**config.mk**
```make
export PLATFORM = sky130hd
export DESIGN_NAME = result_streamer
export DESIGN_NICKNAME = d
export VERILOG_FILES = /design/src/rtl/result_streamer.sv
export SDC_FILE = /design/constraint.sdc
export NUM_CORES = 1
export LEC_CHECK = 0
export ABC_CLOCK_PERIOD_IN_PS = 2300
export CORE_AREA = 5 5 99 101
export CTS_BUF_LIST = sky130_fd_sc_hd__clkbuf_8
export CTS_CLUSTER_SIZE = 10
export DETAILED_ROUTE_END_ITERATION = 7
export DIE_AREA = 0 0 104 106
export PLACE_DENSITY_LB_ADDON = 0.15
export SLEW_MARGIN = 0
export SYNTH_ARGS = -nofsm -noshare
export SYNTH_HDL_FRONTEND = slang
export SYNTH_SLANG_ARGS = --single-unit
```
**constraint.sdc**
```tcl
create_clock -name clk -period 2.3 [get_ports clk]
set_input_delay 0.46 -clock clk [delete_from_list [all_inputs] [get_ports clk]]
set_output_delay 0.46 -clock clk [all_outputs]
set_load 0.005 [all_outputs]
```
**src/rtl/result_streamer.sv**
```systemverilog
// Streams the filtered image from the output memory to uart_tx one byte at a time,
// honouring host RTS and optionally appending an 8-bit modular checksum.
module result_streamer #(
   parameter int unsigned ADDR_BITS  = 9,
   parameter int unsigned DATA_BITS  = 8,
   parameter int unsigned APPEND_SUM = 1
) (
   input  logic                 clk,
   input  logic                 rst,
   input  logic                 start,
   input  logic [15:0]          len,
   output logic [ADDR_BITS-1:0] mem_addr,
   input  logic [DATA_BITS-1:0] mem_data,
   input  logic                 host_rts,
   input  logic                 tx_active,
   input  logic                 tx_done,
   output logic                 tx_dv,
   output logic [DATA_BITS-1:0] tx_byte,
   output logic                 busy,
   output logic                 done,
   output logic [15:0]          sent_count,
   output logic [DATA_BITS-1:0] checksum
);

   localparam int unsigned LEN_W   = 16;
   localparam int unsigned QW      = LEN_W + 1;
   localparam logic [QW-1:0] MAX_LEN = QW'(2**ADDR_BITS);
   localparam bit HAS_SUM = (APPEND_SUM != 0);

   typedef enum logic [2:0] {
      S_IDLE,
      S_FETCH,
      S_LATCH,
      S_ARM,
      S_SEND,
      S_WAIT_DONE,
      S_SUM,
      S_FINISH
   } state_t;

   state_t               r_state;
   logic [QW-1:0]        r_len_q;
   logic                 r_sum_phase;

   logic [QW-1:0]        w_len_clamped;
   logic [LEN_W-1:0]     w_count_inc;
   logic                 w_last;
   logic [DATA_BITS-1:0] w_sum_inc;

   // Clamp keeps every generated address inside the memory.
   assign w_len_clamped = ({1'b0, len} > MAX_LEN) ? MAX_LEN : {1'b0, len};
   assign w_count_inc   = sent_count + LEN_W'(1);
   assign w_last        = ({1'b0, w_count_inc} == r_len_q);
   assign w_sum_inc     = checksum + tx_byte;

   always_ff @(posedge clk) begin
      if (!rst) begin
         r_state     <= S_IDLE;
         r_len_q     <= '0;
         r_sum_phase <= 1'b0;
         mem_addr    <= '0;
         tx_dv       <= 1'b0;
         tx_byte     <= '0;
         busy        <= 1'b0;
         done        <= 1'b0;
         sent_count  <= '0;
         checksum    <= '0;
      end else begin
         tx_dv <= 1'b0;
         done  <= 1'b0;
         case (r_state)
            S_IDLE: begin
               if (start) begin
                  r_len_q     <= w_len_clamped;
                  r_sum_phase <= 1'b0;
                  sent_count  <= '0;
                  checksum    <= '0;
                  busy        <= 1'b1;
                  if (len == '0)
                     r_state <= HAS_SUM ? S_SUM : S_FINISH;
                  else
                     r_state <= S_FETCH;
               end
            end
            S_FETCH: begin
               mem_addr <= sent_count[ADDR_BITS-1:0];
               r_state  <= S_LATCH;
            end
            S_LATCH: begin
               tx_byte <= mem_data;
               r_state <= S_ARM;
            end
            S_ARM: begin
               // A new byte only starts when the host is ready and the UART is idle.
               if (host_rts && !tx_active) begin
                  tx_dv   <= 1'b1;
                  r_state <= S_WAIT_DONE;
               end
            end
            S_WAIT_DONE: begin
               if (tx_done) begin
                  if (r_sum_phase) begin
                     r_state <= S_FINISH;
                  end else begin
                     checksum   <= w_sum_inc;
                     sent_count <= w_count_inc;
                     if (w_last)
                        r_state <= HAS_SUM ? S_SUM : S_FINISH;
                     else
                        r_state <= S_FETCH;
                  end
               end
            end
            S_SUM: begin
               tx_byte     <= checksum;
               r_sum_phase <= 1'b1;
               r_state     <= S_ARM;
            end
            S_FINISH: begin
               done    <= 1'b1;
               busy    <= 1'b0;
               r_state <= S_IDLE;
            end
            default: r_state <= S_IDLE;
         endcase
      end
   end

endmodule
```
==> results of run 1 <==
[power by group through the flow]
stage / Sequential [uW] / Combinational, uW / Clock [uW]
after floorplan: 1170 / 171 / 0
after global placement: 1180 / 322 / 0
after detailed placement: 1180 / 325 / 0
after CTS: 1160 / 328 / 1260
after global routing: 1160 / 358 / 1300
final: 1160 / 326 / 1220
[layout make-up]
cell class,instances,area (sq um)
fill,884,4240
multi-input combinational,320,2000
sequential,64,1280
timing repair buffer,107,998
tap,111,139
clock buffer,10,138
clock inverter,6,115
inverter,7,26.3
[critical path, delay by kind of cell]
family,cells,cell delay [ns]
compound gates,3,0.54
simple gates,4,0.82
buf+inv,2,0.59
[logic make-up (layout without fill, tap and decap cells)]
kind of cell	after synthesis	count (layout)
flops	64	64
buf+inv	35	130
fa+ha+maj	9	9
mux	17	17
compound gates	90	90
simple gates	175	175
xor+xnor	29	29
[worst paths after layout]
check	endpoint	startpoint	slack, ns
min	r_len_q[9]	r_len_q[9]	0.48
min reg2reg	r_len_q[9]	r_len_q[9]	0.48
max	r_state[2]	len[5]	0.16
max reg2reg	r_state[0]	sent_count[0]	0.20
[routing by layer]
metal / part of all wire [%] / up-vias / global-route usage, %
li1: - / 1660 / -
met1: 46 / 1561 / 22.6
met5: 0 / - / 0
met2: 46 / 95 / 29.1
met3: 5.6 / 12 / 4.49
met4: 1.9 / 0 / 7.03
[flip-flops by register name, indices dropped and copies added, names as in the netlist, 3 cells and up]
| register | flops |
|---|---|
| r_len_q | 16 |
| tx_byte | 8 |
| checksum | 8 |
| mem_addr | 9 |
| sent_count | 16 |
| r_state | 3 |
[cells in the final DEF (no fill, tap or decap), drive strengths merged, types with 4 or more instances in the layout]
cell and n:
o21ai 13, dfxtp 64, a211oi 9, nand4 7, nor2b 5, nand3 11
nand2 36, buf 34, a22oi 13, nor4 6, and3 10, a21oi 34
nor3b 4, nor3 16, xor2 8, ha 8, inv 7, a31oi 5
mux2i 17, clkdlybuf4s50 73, xnor2 21, clkbuf 10, nor2 63
[stage by stage]
stage	cells	total power (uW)	util [%]	instance area, sq um	worst slack (ns)
6_report	625	2700	52.6	4700	0.163
5_1_grt	625	2820	52.6	4700	0.0172
4_1_cts	625	2750	52.5	4690	0.186
3_5_place_dp	609	1510	49.7	4440	-0.184
3_3_place_gp	609	1500	49.7	4440	-0.128
2_1_floorplan	419	1340	-	3420	0.236
[timing repair]
| action | CTS | global route |
|---|---|---|
| hold endpoints to repair | 0 | 0 |
| endpoints found under the setup margin | 0 | 2 |
| buffers inserted | 0 | 0 |
| gates resized for setup | 0 | 1 |
[cell usage after synthesis (all sizes together), types with 10 or more instances]
| cell | instances | area, sq um |
|---|---|---|
| dfxtp | 64 | 1280 |
| mux2i | 17 | 170 |
| a22oi | 13 | 97.6 |
| and3 | 10 | 62.6 |
| buf | 11 | 53.8 |
| clkbuf | 17 | 66.3 |
| nor2 | 63 | 244 |
| o21ai | 13 | 65.1 |
| nand3 | 11 | 55.1 |
| nor3 | 16 | 85.1 |
| xnor2 | 21 | 184 |
| nand2 | 36 | 135 |
| a21oi | 34 | 170 |
==> flow_summary.yaml, run 1 <==
run_status:
  status: "finished clean"
global_route:
  first_global_vias: 3204
  grt_pass1_wl_microns: 16100
  combined_global_route_utilization_of_all_metal_layers_pct: 17.8
  grt_overflow: 0
  grt_antenna_before_repair: 0
  grt_max_degree: 32
power:
  intPower_uw: 2040
  seq_power_share_pct: 42.8
  power.share.switching_pct: 24.5
  vdd_ir_drop_max_mv: 0.297
  power.switching_uw: 661
  power.share.clock_pct: 45.2
  pwr-share-comb_pct: 12.1
  power_per_cell_area_mw_per_mm2: 576
  static-leakage-power_uw: 0.00180
floorplanning:
  core_area_sq_mm: 0.00893
  core.rowCount: 35
  die_w_microns: 104
  floorplan.initialDensity_pct: 38.3
  design.die.area_sq_mm: 0.0110
  die_h_microns: 106
  io-pin-count: 74
timing:
  grt_setup_unrepaired: "false"
  setup_viol_count_final: 0
  worst_slew_pin_slew_ns: 0.444
  clock.fmax_ghz: 0.468
  relSlewSlack_pct: 70.4
  share_of_the_clock_period_used_by_the_worst_path_pct: 92.9
  timing.setup.tns_ns: 0
  final_hold_viol_count: 0
  fin_skew_ns: 0.0115
  worst_hold_slack_ns: 0.480
  timing_max_transition_violations_final: 0
  final.min_clock_period_ns: 2.14
routing:
  finalWirelength_microns: 9750
  vias: 3328
  vias_per_cell: 5.32
  drtAntennaViolNets: 0
  post_drt_wl_per_cell_microns: 15.6
  remaining_drc_errors: 0
  first_iter_violations: 201
  first_pass_iters: 4
setup_path:
  required_ns: 2.58
  timing.setup.critical_path_class: "in -> reg"
  max_stage_delay_ns: 0.42
  critical_path_arrival_ns: 2.42
  worst-r2r-cell-count: 8
  critical_path_peak_fanout: 3
  critical_path.endpoint_type: "register"
  startpoint_type: "input pin"
  cp_common_cell: "sky130_fd_sc_hd__a21oi_1"
  cpMaxStageDelayCell: "sky130_fd_sc_hd__clkdlybuf4s50_1"
  critical_path.cell_chain: "clkdlybuf4s50_1 -> nor4_1 -> buf_4 -> nand4_1 -> nor3_1 -> a21oi_1 -> a311oi_1 -> nor2b_1 -> a21oi_1"
clock_tree:
  cts_max_path_buffers: 2
  cts.root.buffer_cell: "sky130_fd_sc_hd__clkbuf_8"
  cts_hold_repair.buffers: 0
  worstSkewPairLatency_ns: 0.34
  tritoncts_num_sinks: 64
  htree_levels: 3
  cts_buffers: 9
  worst_setup_hold_path_clk_slew_ns: 0.08
  cts_tree: "done"
synthesis:
  ys.flop_type: "sky130_fd_sc_hd__dfxtp_1"
  post_synth_mux_area_share_pct: 4.98
  postSynthNetCount: 458
  syn-instance-count: 419
  synth.yosys.warnings: 0
  xor_xnor_portion_of_the_synthesized_cell_area_pct: 7.43
  synth_edf_count: 0
  postSynthAreaPerCell_sq_um: 8.16
  synth-adder-area-share_pct: 3.51
  synth_compound_gate_area_share_pct: 16.8
  yosys.area_share.simple_pct: 25.5
  synthDistinctLibCells: 52
  netlist_area_sq_mm: 0.00342
  main_combinational_cell_family_by_area_after_synthesis: "simple AND/OR/NAND/NOR gates"
  number_of_flip_flops_and_latches_in_the_synthesized_netlist: 64
  synth-seq-area-share_pct: 37.5
  postSynth.asyncResetShare_pct: 0
placed_design:
  io_buffer_count: 73
  place_congestion: 0.884
  place_hpwl_microns: 6990
final_layout:
  final_layout_size_suffix_gt1_share_pct: 11.7
  area_delta_synth_final_pct: 37.3
  layout.nets: 548
  antenna-diode-count: 0
flow_run:
  max_cap_violations: 0
worst_hold_path:
  holdPathStages: 2
  worst_min_delay_path_class: "reg -> reg"
(Power assumes the default switching activity.)
==> run 2, diff against run 1 <==
--- a/config.mk
+++ b/config.mk
@@ -16,3 +16,4 @@
 export SYNTH_ARGS = -nofsm -noshare
 export SYNTH_HDL_FRONTEND = slang
 export SYNTH_SLANG_ARGS = --single-unit
+export TNS_END_PERCENT = 5
==> results of run 2 <==
Final layout, timing and power as in run 1 (identical DEF).
==> run 3, diff against run 2 <==
--- a/config.mk
+++ b/config.mk
@@ -5,12 +5,12 @@
 export SDC_FILE = /design/constraint.sdc
 export NUM_CORES = 1
 export LEC_CHECK = 0
-export ABC_CLOCK_PERIOD_IN_PS = 2300
-export CORE_AREA = 5 5 99 101
+export ABC_CLOCK_PERIOD_IN_PS = 1860
+export CORE_AREA = 2 2 96 98
 export CTS_BUF_LIST = sky130_fd_sc_hd__clkbuf_8
 export CTS_CLUSTER_SIZE = 10
 export DETAILED_ROUTE_END_ITERATION = 7
-export DIE_AREA = 0 0 104 106
+export DIE_AREA = 0 0 98 100
 export PLACE_DENSITY_LB_ADDON = 0.15
 export SLEW_MARGIN = 0
 export SYNTH_ARGS = -nofsm -noshare
==> constraint.sdc (replaced) <==
create_clock -name clk -period 1.86 [get_ports clk]
set_input_delay 0.372 -clock clk [delete_from_list [all_inputs] [get_ports clk]]
set_output_delay 0.372 -clock clk [all_outputs]
set_load 0.005 [all_outputs]
==> run 3 against run 2 <==
Compared with the run above:
- the run now ends with negative setup slack left
- routed wire length increased by 6.1%
- clock skew decreased by 0.00051 ns
- cell area increased by 12%
==> flow_summary.yaml, run 3 (same netlist as run 1, synthesis figures left out) <==
power:
  vdd_ir_drop_max_mv: 0.385
  pwr-share-comb_pct: 15.2
  power.switching_uw: 838
  static-leakage-power_uw: 0.00211
  seq_power_share_pct: 46.4
  power.share.switching_pct: 27.2
  intPower_uw: 2240
  power_per_cell_area_mw_per_mm2: 585
  power.share.clock_pct: 38.4
timing:
  relSlewSlack_pct: 65.9
  post-route-worst-setup-slack_ns: -0.0418
  setup_viol_count_final: 3
  timing_max_transition_violations_final: 0
  timing.setup.tns_ns: -0.0760
  share_of_the_clock_period_used_by_the_worst_path_pct: 102
  fin_skew_ns: 0.0110
  final.min_clock_period_ns: 1.90
  clock.fmax_ghz: 0.526
  final_hold_viol_count: 0
  grt_setup_unrepaired: "true"
  worst_slew_pin_slew_ns: 0.511
final_layout:
  finalCoreUtilization_pct: 59.1
  layout_common_cells: "sky130_fd_sc_hd__buf_4 (86), sky130_fd_sc_hd__clkdlybuf4s50_1 (67), sky130_fd_sc_hd__nor2_1 (59)"
  final_layout_size_suffix_gt1_share_pct: 26.7
  area_delta_synth_final_pct: 53.7
  final-instance-count-excl-fill: 680
  antenna-diode-count: 0
  reg_top3: "r_len_q: 16 flops, sent_count: 16 flops, mem_addr: 9 flops"
  layout.nets: 603
  layout_commonest_cell: "sky130_fd_sc_hd__buf_4"
routing:
  post_drt_wl_per_cell_microns: 15.2
  first_pass_iters: 5
  routed_wl_met3_microns: 607
  routed.top_layer: "met4"
  first_iter_violations: 155
  finalWirelength_microns: 10400
  dr_wl_met2_microns: 5080
  drtAntennaViolNets: 0
  vias_per_cell: 5.37
  vias: 3650
  met1_length_microns: 4470
  remaining_drc_errors: 0
placed_design:
  place_hpwl_microns: 7430
  dp_cells: 660
  place_congestion: 0.857
  io_buffer_count: 73
floorplanning:
  floorplan.initialDensity_pct: 38.5
  core.rowCount: 35
  die_w_microns: 98
  design.die.area_sq_mm: 0.00980
  die_h_microns: 100
  io-pin-count: 74
  core_area_sq_mm: 0.00889
setup_path:
  cpMaxStageDelayCell: "sky130_fd_sc_hd__dfxtp_1"
  startpoint_type: "register"
  critical-path-top-delay-family: "simple AND/OR/NAND/NOR gates"
  critPathBufInv: 0
  worst-r2r-cell-count: 7
  critical_path.cell_chain: "nand4_4 -> or2_4 -> or3_1 -> a21oi_2 -> nor3_2 -> and4_4 -> a221oi_2"
  required_ns: 2.12
  timing.setup.critical_path_class: "reg -> reg"
  worstReg2RegStart: "sent_count[5]"
  max_stage_delay_ns: 0.41
  critical_path_arrival_ns: 2.16
  critical_path_peak_fanout: 4
  crit-reg2reg-capture: "r_state[0]"
  critical_path.endpoint_type: "register"
  reg2reg_slack_ns: -0.04
  worst_setup_path_startpoint: "sent_count[5]"
clock_tree:
  cts_max_path_buffers: 2
  cts_hold_repair.buffers: 0
  htree_levels: 3
  cts_tree: "done"
  worstSkewPairLatency_ns: 0.34
  worst_setup_hold_path_clk_slew_ns: 0.08
  cts_buffers: 9
  tritoncts_num_sinks: 64
  cts.root.buffer_cell: "sky130_fd_sc_hd__clkbuf_8"
global_route:
  grt_pass1_wl_microns: 16900
  first_global_vias: 3510
  grt_max_degree: 36
  combined_global_route_utilization_of_all_metal_layers_pct: 21.3
  grt_antenna_before_repair: 0
  grt_overflow: 0
worst_hold_path:
  min_from: "len[1]"
  holdPathStages: 4
  destination_of_the_worst_hold_path: "r_len_q[1]"
  worst_min_delay_path_class: "in -> reg"
flow_run:
  max_cap_violations: 0
run_status:
  status: "complete, but fails checks"
  violations: "negative setup slack"
==> run 3: layer usage <==
metal | vias to the layer above | track usage [%]
li1 | 1777 | -
met1 | 1741 | 26.5
met2 | 110 | 36.8
met3 | 22 | 3.34
met4 | 0 | 8.97
met5 | - | 0
==> run 3: worst max path at each step <==
stage,end,slack (ns),cells past startpoint
5_1_grt,r_state[1],-0.11,8
3_5_place_dp,r_state[2],-0.54,8
4_1_cts,r_state[0],0.003,8
2_1_floorplan,r_state[0],-0.008,9
3_3_place_gp,r_state[2],-0.41,8
6_report,r_state[0],-0.04,7
==> run 3: timing repair <==
action                     CTS  global route
setup endpoints to repair    6            19
gates resized for setup     29            19
pin swaps                   25            21
buffers inserted             3             1
==> run 3: power by group through the flow <==
stage / logic, uW / registers (uW) / clock network, uW
after global placement: 436 / 1460 / 0
final: 468 / 1430 / 1180
after detailed placement: 444 / 1460 / 0
after CTS: 457 / 1420 / 1200
after floorplan: 211 / 1450 / 0
after global routing: 510 / 1430 / 1270
==> run 3: worst register-to-register path, stage by stage, from the launching register on <==
cell and delay [ns]:
sky130_fd_sc_hd__dfxtp_1 0.41, sky130_fd_sc_hd__nand4_4 0.16, sky130_fd_sc_hd__or2_4 0.29, sky130_fd_sc_hd__or3_1 0.33, sky130_fd_sc_hd__a21oi_2 0.17, sky130_fd_sc_hd__nor3_2 0.08, sky130_fd_sc_hd__and4_4 0.15, sky130_fd_sc_hd__a221oi_2 0.21
==> run 3: area by class of cell <==
cell class	count	area, sq um
clock inverter	7	65.1
clock buffer	9	124
multi-input combinational	320	2190
sequential	64	1300
fill	824	3630
tap	111	139
inverter	7	26.3
timing repair buffer	162	1420
==> run 3: through the flow <==
stage	total power, uW	setup WS [ns]	hold slack, ns	cell area (sq um)
final	3070	-0.0418	0.440	5260
after global routing	3210	-0.115	0.486	5260
after global placement	1890	-0.414	0.469	4850
after detailed placement	1900	-0.537	0.470	4850
after floorplan	1660	-0.00814	0.455	3450
after CTS	3080	0.00315	0.440	5160
